[src/rtl/uart_tx_arbiter_if.sv]
// Requester and UART write-port signal bundle for uart_tx_arbiter.
// The master modport is the arbiter side. The slave modport is the
// environment side, which holds the requesters and the UART.
interface uart_tx_arbiter_if #(
    parameter int NUM_REQ = 4,
    parameter int GW      = 2
);
    logic [NUM_REQ-1:0]   REQ_VALID;
    logic [8*NUM_REQ-1:0] REQ_DATA;
    logic [NUM_REQ-1:0]   REQ_LAST;
    logic [NUM_REQ-1:0]   REQ_READY;
    logic                 TXRDY;
    logic                 UART_CSN;
    logic                 UART_WEN;
    logic [7:0]           UART_DATA;
    logic [GW-1:0]        GRANT_ID;
    logic                 BUSY;

    modport master (
        input  REQ_VALID, REQ_DATA, REQ_LAST, TXRDY,
        output REQ_READY, UART_CSN, UART_WEN, UART_DATA, GRANT_ID, BUSY
    );

    modport slave (
        output REQ_VALID, REQ_DATA, REQ_LAST, TXRDY,
        input  REQ_READY, UART_CSN, UART_WEN, UART_DATA, GRANT_ID, BUSY
    );
endinterface

[src/rtl/uart_tx_arbiter.sv]
// Shares one UART transmit write port between NUM_REQ byte-stream producers.
// A round-robin grant is issued per packet. The owner keeps the UART until it
// sends a byte flagged last. All outputs come straight from registers.
module uart_tx_arbiter #(
    parameter int NUM_REQ    = 4,
    parameter int GW         = 2,
    parameter int TXRDY_WAIT = 2
) (
    input logic             CLK,
    input logic             RESET_N,
    uart_tx_arbiter_if.master bus
);

    typedef enum logic [1:0] {
        IDLE,
        WAIT_RDY,
        WRITE,
        HOLD
    } state_t;

    state_t               state;
    logic [GW-1:0]        grant;
    logic [GW-1:0]        rr_ptr;
    logic [3:0]           hold_cnt;
    logic [7:0]           data_q;
    logic                 last_q;
    logic                 sent_any;
    logic                 csn_q;
    logic                 wen_q;
    logic                 busy_q;
    logic [NUM_REQ-1:0]   ready_q;

    logic                 found;
    logic [GW-1:0]        next_grant;
    logic [GW-1:0]        cand;

    // Pick the first valid requester, searching upward from rr_ptr with wrap.
    always_comb begin
        // NOTE: every always_comb output gets a default first so no path leaves it unassigned (no latch).
        found      = 1'b0;
        next_grant = '0;
        cand       = '0;
        for (int i = 0; i < NUM_REQ; i++) begin
            cand = GW'((int'(rr_ptr) + i) % NUM_REQ);
            if (!found && bus.REQ_VALID[cand]) begin
                found      = 1'b1;
                next_grant = cand;
            end
        end
    end

    // Packet FSM with registered UART strobes, ready strobe and grant status.
    always_ff @(posedge CLK or negedge RESET_N) begin
        if (!RESET_N) begin
            state    <= IDLE;
            grant    <= '0;
            rr_ptr   <= '0;
            hold_cnt <= '0;
            data_q   <= '0;
            last_q   <= 1'b0;
            sent_any <= 1'b0;
            csn_q    <= 1'b1;
            wen_q    <= 1'b1;
            busy_q   <= 1'b0;
            ready_q  <= '0;
        end else begin
            // NOTE: state registers use non-blocking assignments so every branch sees pre-edge values.
            case (state)
                IDLE: begin
                    if (found) begin
                        grant    <= next_grant;
                        busy_q   <= 1'b1;
                        sent_any <= 1'b0;
                        state    <= WAIT_RDY;
                    end
                end
                WAIT_RDY: begin
                    if (bus.TXRDY && bus.REQ_VALID[grant]) begin
                        data_q         <= bus.REQ_DATA[{grant, 3'b000} +: 8];
                        last_q         <= bus.REQ_LAST[grant];
                        csn_q          <= 1'b0;
                        wen_q          <= 1'b0;
                        ready_q[grant] <= 1'b1;
                        state          <= WRITE;
                    end else if (!sent_any && !bus.REQ_VALID[grant]) begin
                        // Owner withdrew before its first byte: release without moving rr_ptr.
                        busy_q <= 1'b0;
                        state  <= IDLE;
                    end
                end
                WRITE: begin
                    csn_q    <= 1'b1;
                    wen_q    <= 1'b1;
                    ready_q  <= '0;
                    sent_any <= 1'b1;
                    hold_cnt <= 4'(TXRDY_WAIT);
                    state    <= HOLD;
                end
                HOLD: begin
                    // TXRDY is ignored here; the UART may not have deasserted it yet.
                    hold_cnt <= hold_cnt - 4'd1;
                    if (hold_cnt == 4'd1) begin
                        if (last_q) begin
                            busy_q <= 1'b0;
                            rr_ptr <= (grant == GW'(NUM_REQ - 1)) ? '0 : grant + GW'(1);
                            state  <= IDLE;
                        end else begin
                            state <= WAIT_RDY;
                        end
                    end
                end
                default: state <= IDLE;
            endcase
        end
    end

    assign bus.UART_CSN  = csn_q;
    assign bus.UART_WEN  = wen_q;
    assign bus.UART_DATA = data_q;
    assign bus.REQ_READY = ready_q;
    assign bus.GRANT_ID  = grant;
    assign bus.BUSY      = busy_q;

endmodule

[src/flat_wrapper.sv]
// flat-port wrapper written by rule: the top's interface ports become plain ports
module uart_tx_arbiter_flat 
#(
    parameter int NUM_REQ    = 4,
    parameter int GW         = 2,
    parameter int TXRDY_WAIT = 2
)
  (CLK, RESET_N, bus_REQ_VALID, bus_REQ_DATA, bus_REQ_LAST, bus_TXRDY, bus_REQ_READY, bus_UART_CSN, bus_UART_WEN, bus_UART_DATA, bus_GRANT_ID, bus_BUSY);
  uart_tx_arbiter_if #(.NUM_REQ(NUM_REQ), .GW(GW)) bus_i ();
  input logic CLK;
  input logic RESET_N;
  input wire logic [$bits(bus_i.REQ_VALID)-1:0] bus_REQ_VALID;
  input wire logic [$bits(bus_i.REQ_DATA)-1:0] bus_REQ_DATA;
  input wire logic [$bits(bus_i.REQ_LAST)-1:0] bus_REQ_LAST;
  input wire logic [$bits(bus_i.TXRDY)-1:0] bus_TXRDY;
  output wire logic [$bits(bus_i.REQ_READY)-1:0] bus_REQ_READY;
  output wire logic [$bits(bus_i.UART_CSN)-1:0] bus_UART_CSN;
  output wire logic [$bits(bus_i.UART_WEN)-1:0] bus_UART_WEN;
  output wire logic [$bits(bus_i.UART_DATA)-1:0] bus_UART_DATA;
  output wire logic [$bits(bus_i.GRANT_ID)-1:0] bus_GRANT_ID;
  output wire logic [$bits(bus_i.BUSY)-1:0] bus_BUSY;
  assign bus_i.REQ_VALID = bus_REQ_VALID;
  assign bus_i.REQ_DATA = bus_REQ_DATA;
  assign bus_i.REQ_LAST = bus_REQ_LAST;
  assign bus_i.TXRDY = bus_TXRDY;
  assign bus_REQ_READY = bus_i.REQ_READY;
  assign bus_UART_CSN = bus_i.UART_CSN;
  assign bus_UART_WEN = bus_i.UART_WEN;
  assign bus_UART_DATA = bus_i.UART_DATA;
  assign bus_GRANT_ID = bus_i.GRANT_ID;
  assign bus_BUSY = bus_i.BUSY;
  uart_tx_arbiter #(.NUM_REQ(NUM_REQ), .GW(GW), .TXRDY_WAIT(TXRDY_WAIT)) u_core (.CLK(CLK), .RESET_N(RESET_N), .bus(bus_i));
endmodule
[config.mk]
export PLATFORM = sky130hd
export DESIGN_NAME = uart_tx_arbiter_flat
export DESIGN_NICKNAME = d
export VERILOG_FILES = /design/src/rtl/uart_tx_arbiter_if.sv /design/src/rtl/uart_tx_arbiter.sv /design/src/flat_wrapper.sv
export SDC_FILE = /design/constraint.sdc
export NUM_CORES = 1
export LEC_CHECK = 0
export CELL_PAD_IN_SITES_DETAIL_PLACEMENT = 0
export CELL_PAD_IN_SITES_GLOBAL_PLACEMENT = 1
export CORE_MARGIN = 1.5
export CORE_UTILIZATION = 29
export CTS_CLUSTER_SIZE = 25
export DETAILED_ROUTE_END_ITERATION = 12
export PLACE_DENSITY_LB_ADDON = 0.1
export SKIP_CTS_REPAIR_TIMING = 1
export SYNTH_ARGS = -nofsm -noshare
export SYNTH_HDL_FRONTEND = slang
export SYNTH_SLANG_ARGS = --single-unit
[constraint.sdc]
create_clock -name CLK -period 1.5 [get_ports CLK]
set_input_delay 0.225 -clock CLK [delete_from_list [all_inputs] [get_ports CLK]]
set_output_delay 0.225 -clock CLK [all_outputs]
set_load 0.05 [all_outputs]
==> key figures <==
Worst setup path
  – Slowest stage cell, crit path: mux4_2
  – Worst path cell trace: mux4_2, nand4_4, mux2_2
  – CP Data Arrival Time: 1.76 ns
  – Largest stage delay on the critical path: 0.56 ns
  – Type of origin of the critical path: flip-flop
  – Max Fanout on Critical Path: 10
  – Required time of the critical path: 1.66 ns
  – Worst setup EP type: flip-flop
  – Critical path class: reg2reg

Placed design
  – Post-DP Area: between 2000 and 2500 sq um
  – Input/output buffers: 59
  – GPL Wtd Cong: around 0.78
  – HPWL after DPL: roughly 3.2 mm

STA
  – Final Hold Fails: 0
  – Worst slew margin: 77.47%
  – Worst Skew: between 0.002 and 0.0025 ns
  – Worst slew pin tran: 0.3379 ns
  – Final Hold Slack: 0.3130 ns
  – RSZ-0062 raised after global routing: yes
  – Min Tclk post-route: 1.606 ns
  – Max-slew violation count: 0
  – # setup viols final: 11
  – Final worst slack: -0.1057 ns
  – Period utilisation layout: 107.0%
  – Fmax: 622.8 MHz

Synthesis
  – Mapped Area: 1479 sq um
  – Syn Area/Cell: 11.38 sq um
  – Synth cell types: 29
  – Asr flop ratio synth: between 90% and 100%
  – Ranking of synthesized cells by area: dfrtp_1 (42%), mux4_2 (14%), mux2_2 (7.6%)
  – Syn Nets: 179
  – Sequential area share after synthesis: 44.08%
  – Cell taking the most area after synthesis: dfrtp_1
  – Top FF cell, synth: dfrtp_1
  – Share of the synthesized area in the top cell type: a little over two fifths
  – Post-synth top cells: dfrtp_1 (25), nand2_1 (15), o21ai_0 (15)
  – Post-synth EDFFs: 0
  – Most common cell in the netlist: dfrtp_1
  – Yosys warning total: 0
  – Synth Register Bits: 26
  – Synth Instances: 130

Global route
  – GR Util All Layers: 15.50%
  – GRT overflow: 0
  – Initial antenna violation count: 0
  – Pin count of the biggest net entering global routing: 27
  – Vias in the first global route: between 1,000 and 1,500
  – First-pass GRT wire length: roughly 6.5 mm

Floorplanning
  – Die Ht: 74.41 um
  – Initial core utilization: 30.70%
  – Number of top-level pins: 60
  – Std cell rows: 25
  – Core area: a little under 5000 sq um
  – Die area: between 5000 and 6000 sq um
  – Die W: ~74 um

Run status
  – Status: finished, violations left
  – Failing checks: negative setup slack

Layout
  – Share of layout cells above drive strength 1: 35.58%
  – ANT cells: 0
  – Final nets: 258
  – Post-layout util: between 50% and 60%
  – P&R area growth vs syn: 65.31%
  – Design Area, Final: ~2400 sq um

Pwr
  – VDD IR max: 1.045 mV
  – Static leakage: between 1 and 1.5 nW
  – Power Density: 1940 nW/um^2

Detailed routing
  – Via count: about 1,300
  – Wirelength per Cell: between 10 and 15 um
  – 1st-pass router iterations: 4
  – WL final: 3.971 mm
  – Drt drc: 0
  – DRT iter0 DRCs: 22
  – Vias per cell: 4.760
  – Detail Route Antenna Nets: 0

Clocking
  – Clk buf depth: 2
  – Skew-Pair Late Insertion Delay: 0.27 ns
  – Root Buffer: clkbuf_8
  – H-tree depth: 1
  – CTS tree: done
  – CTS clk-pin slew, worst paths: 0.09 ns
  – CTS Buf Count: 3
  – Clock Sink Count: 26

Run
  – Max Cap Viol: 0

Hold path
  – Min-delay worst type: in2async
## through the flow
stage / setup TNS, ns / total power [W] / setup WS (ns) / instances
after global placement: -6.567 / 0.004119 / -0.3990 / 270
after detailed placement: -7.354 / 0.004208 / -0.4582 / 270
after floorplan: -3.750 / 0.003006 / -0.3228 / 130
after CTS: -2.082 / 0.004672 / -0.2633 / 274
after global routing: -1.665 / 0.005081 / -0.1606 / 275
final: -0.9840 / 0.004744 / -0.1057 / 275
## kinds of logic after synthesis
logic type | share of synthesized area, %
muxes | 25.13
buffers and inverters | 4.484
and+or+nand+nor | 10.41
DFF | 44.08
AOI/OAI and AO/OA | 10.83
adders and majority gates | 5.076
## worst max-delay path: cells and delay by family (launching register included)
family,cells,cell delay [ns]
multiplexers,2,0.92
flip-flops,1,0.39
AND/OR/NAND/NOR,1,0.18
## layer usage
| layer | vias to the layer above | routed length, um | global-route usage [%] |
|---|---|---|---|
| li1 | 627 | - | - |
| met1 | 652 | 1610 | 20.02 |
| met2 | 28 | 2211 | 26.09 |
| met3 | 2 | 120 | 3.388 |
| met4 | 0 | 29 | 4.646 |
| met5 | - | 0 | 0 |
## power by group
part,internal [W],leakage [nW],switching (W)
logic,0.00139,0.719,0.00160
registers,0.00103,0.314,0.000269
clock network,0.000235,0.0288,0.000212
## state kept, by name, indices dropped and copies added, names as in the netlist, named ones only
register and cells:
u_core.bus.UART_DATA 8, u_core.bus.REQ_READY 4, u_core.hold_cnt 4, u_core.bus.GRANT_ID 2
u_core.rr_ptr 2, u_core.bus.BUSY 1, u_core.bus.UART_CSN 1, u_core.last_q 1
u_core.sent_any 1, u_core.state 1
## final timing paths
| check | slack, ns | startpoint | cells past startpoint | to |
|---|---|---|---|---|
| worst max-delay path | -0.11 | u_core.bus.GRANT_ID[0] | 3 | u_core.bus.UART_DATA[5] |
| worst min-delay path | 0.31 | RESET_N | 2 | u_core.bus.GRANT_ID[1] |
| worst max register to register | -0.11 | u_core.bus.GRANT_ID[0] | 3 | u_core.bus.UART_DATA[5] |
| worst min register to register | 0.51 | u_core.bus.UART_CSN | 2 | u_core.bus.UART_CSN |
| max in group asynchronous | 0.89 | RESET_N | 2 | u_core.bus.UART_CSN |
| min in group CLK | 0.47 | bus_REQ_VALID[1] | 3 | u_core.bus.GRANT_ID[0] |
## cells in the final DEF (no fill, tap or decap), drive strengths merged, types with 2 or more instances in the layout
cell type,instances
buf,38
nor2,5
o21ai,16
ha,6
o22ai,2
a21oi,6
nand2,15
a31oi,2
o41ai,2
dfrtp,25
mux4,10
mux2i,3
clkbuf,4
mux2,10
or3,2
clkdlybuf4s50,41
inv,10
nand3,2
## layout make-up
type	instances	area, sq um
clock buffer	4	55.05
fill	477	2372
inverter	10	37.54
multi-input combinational	88	830.8
sequential	26	654.4
tap	67	83.83
timing repair buffer	80	783.3
Power figures use the tool's default switching activity.
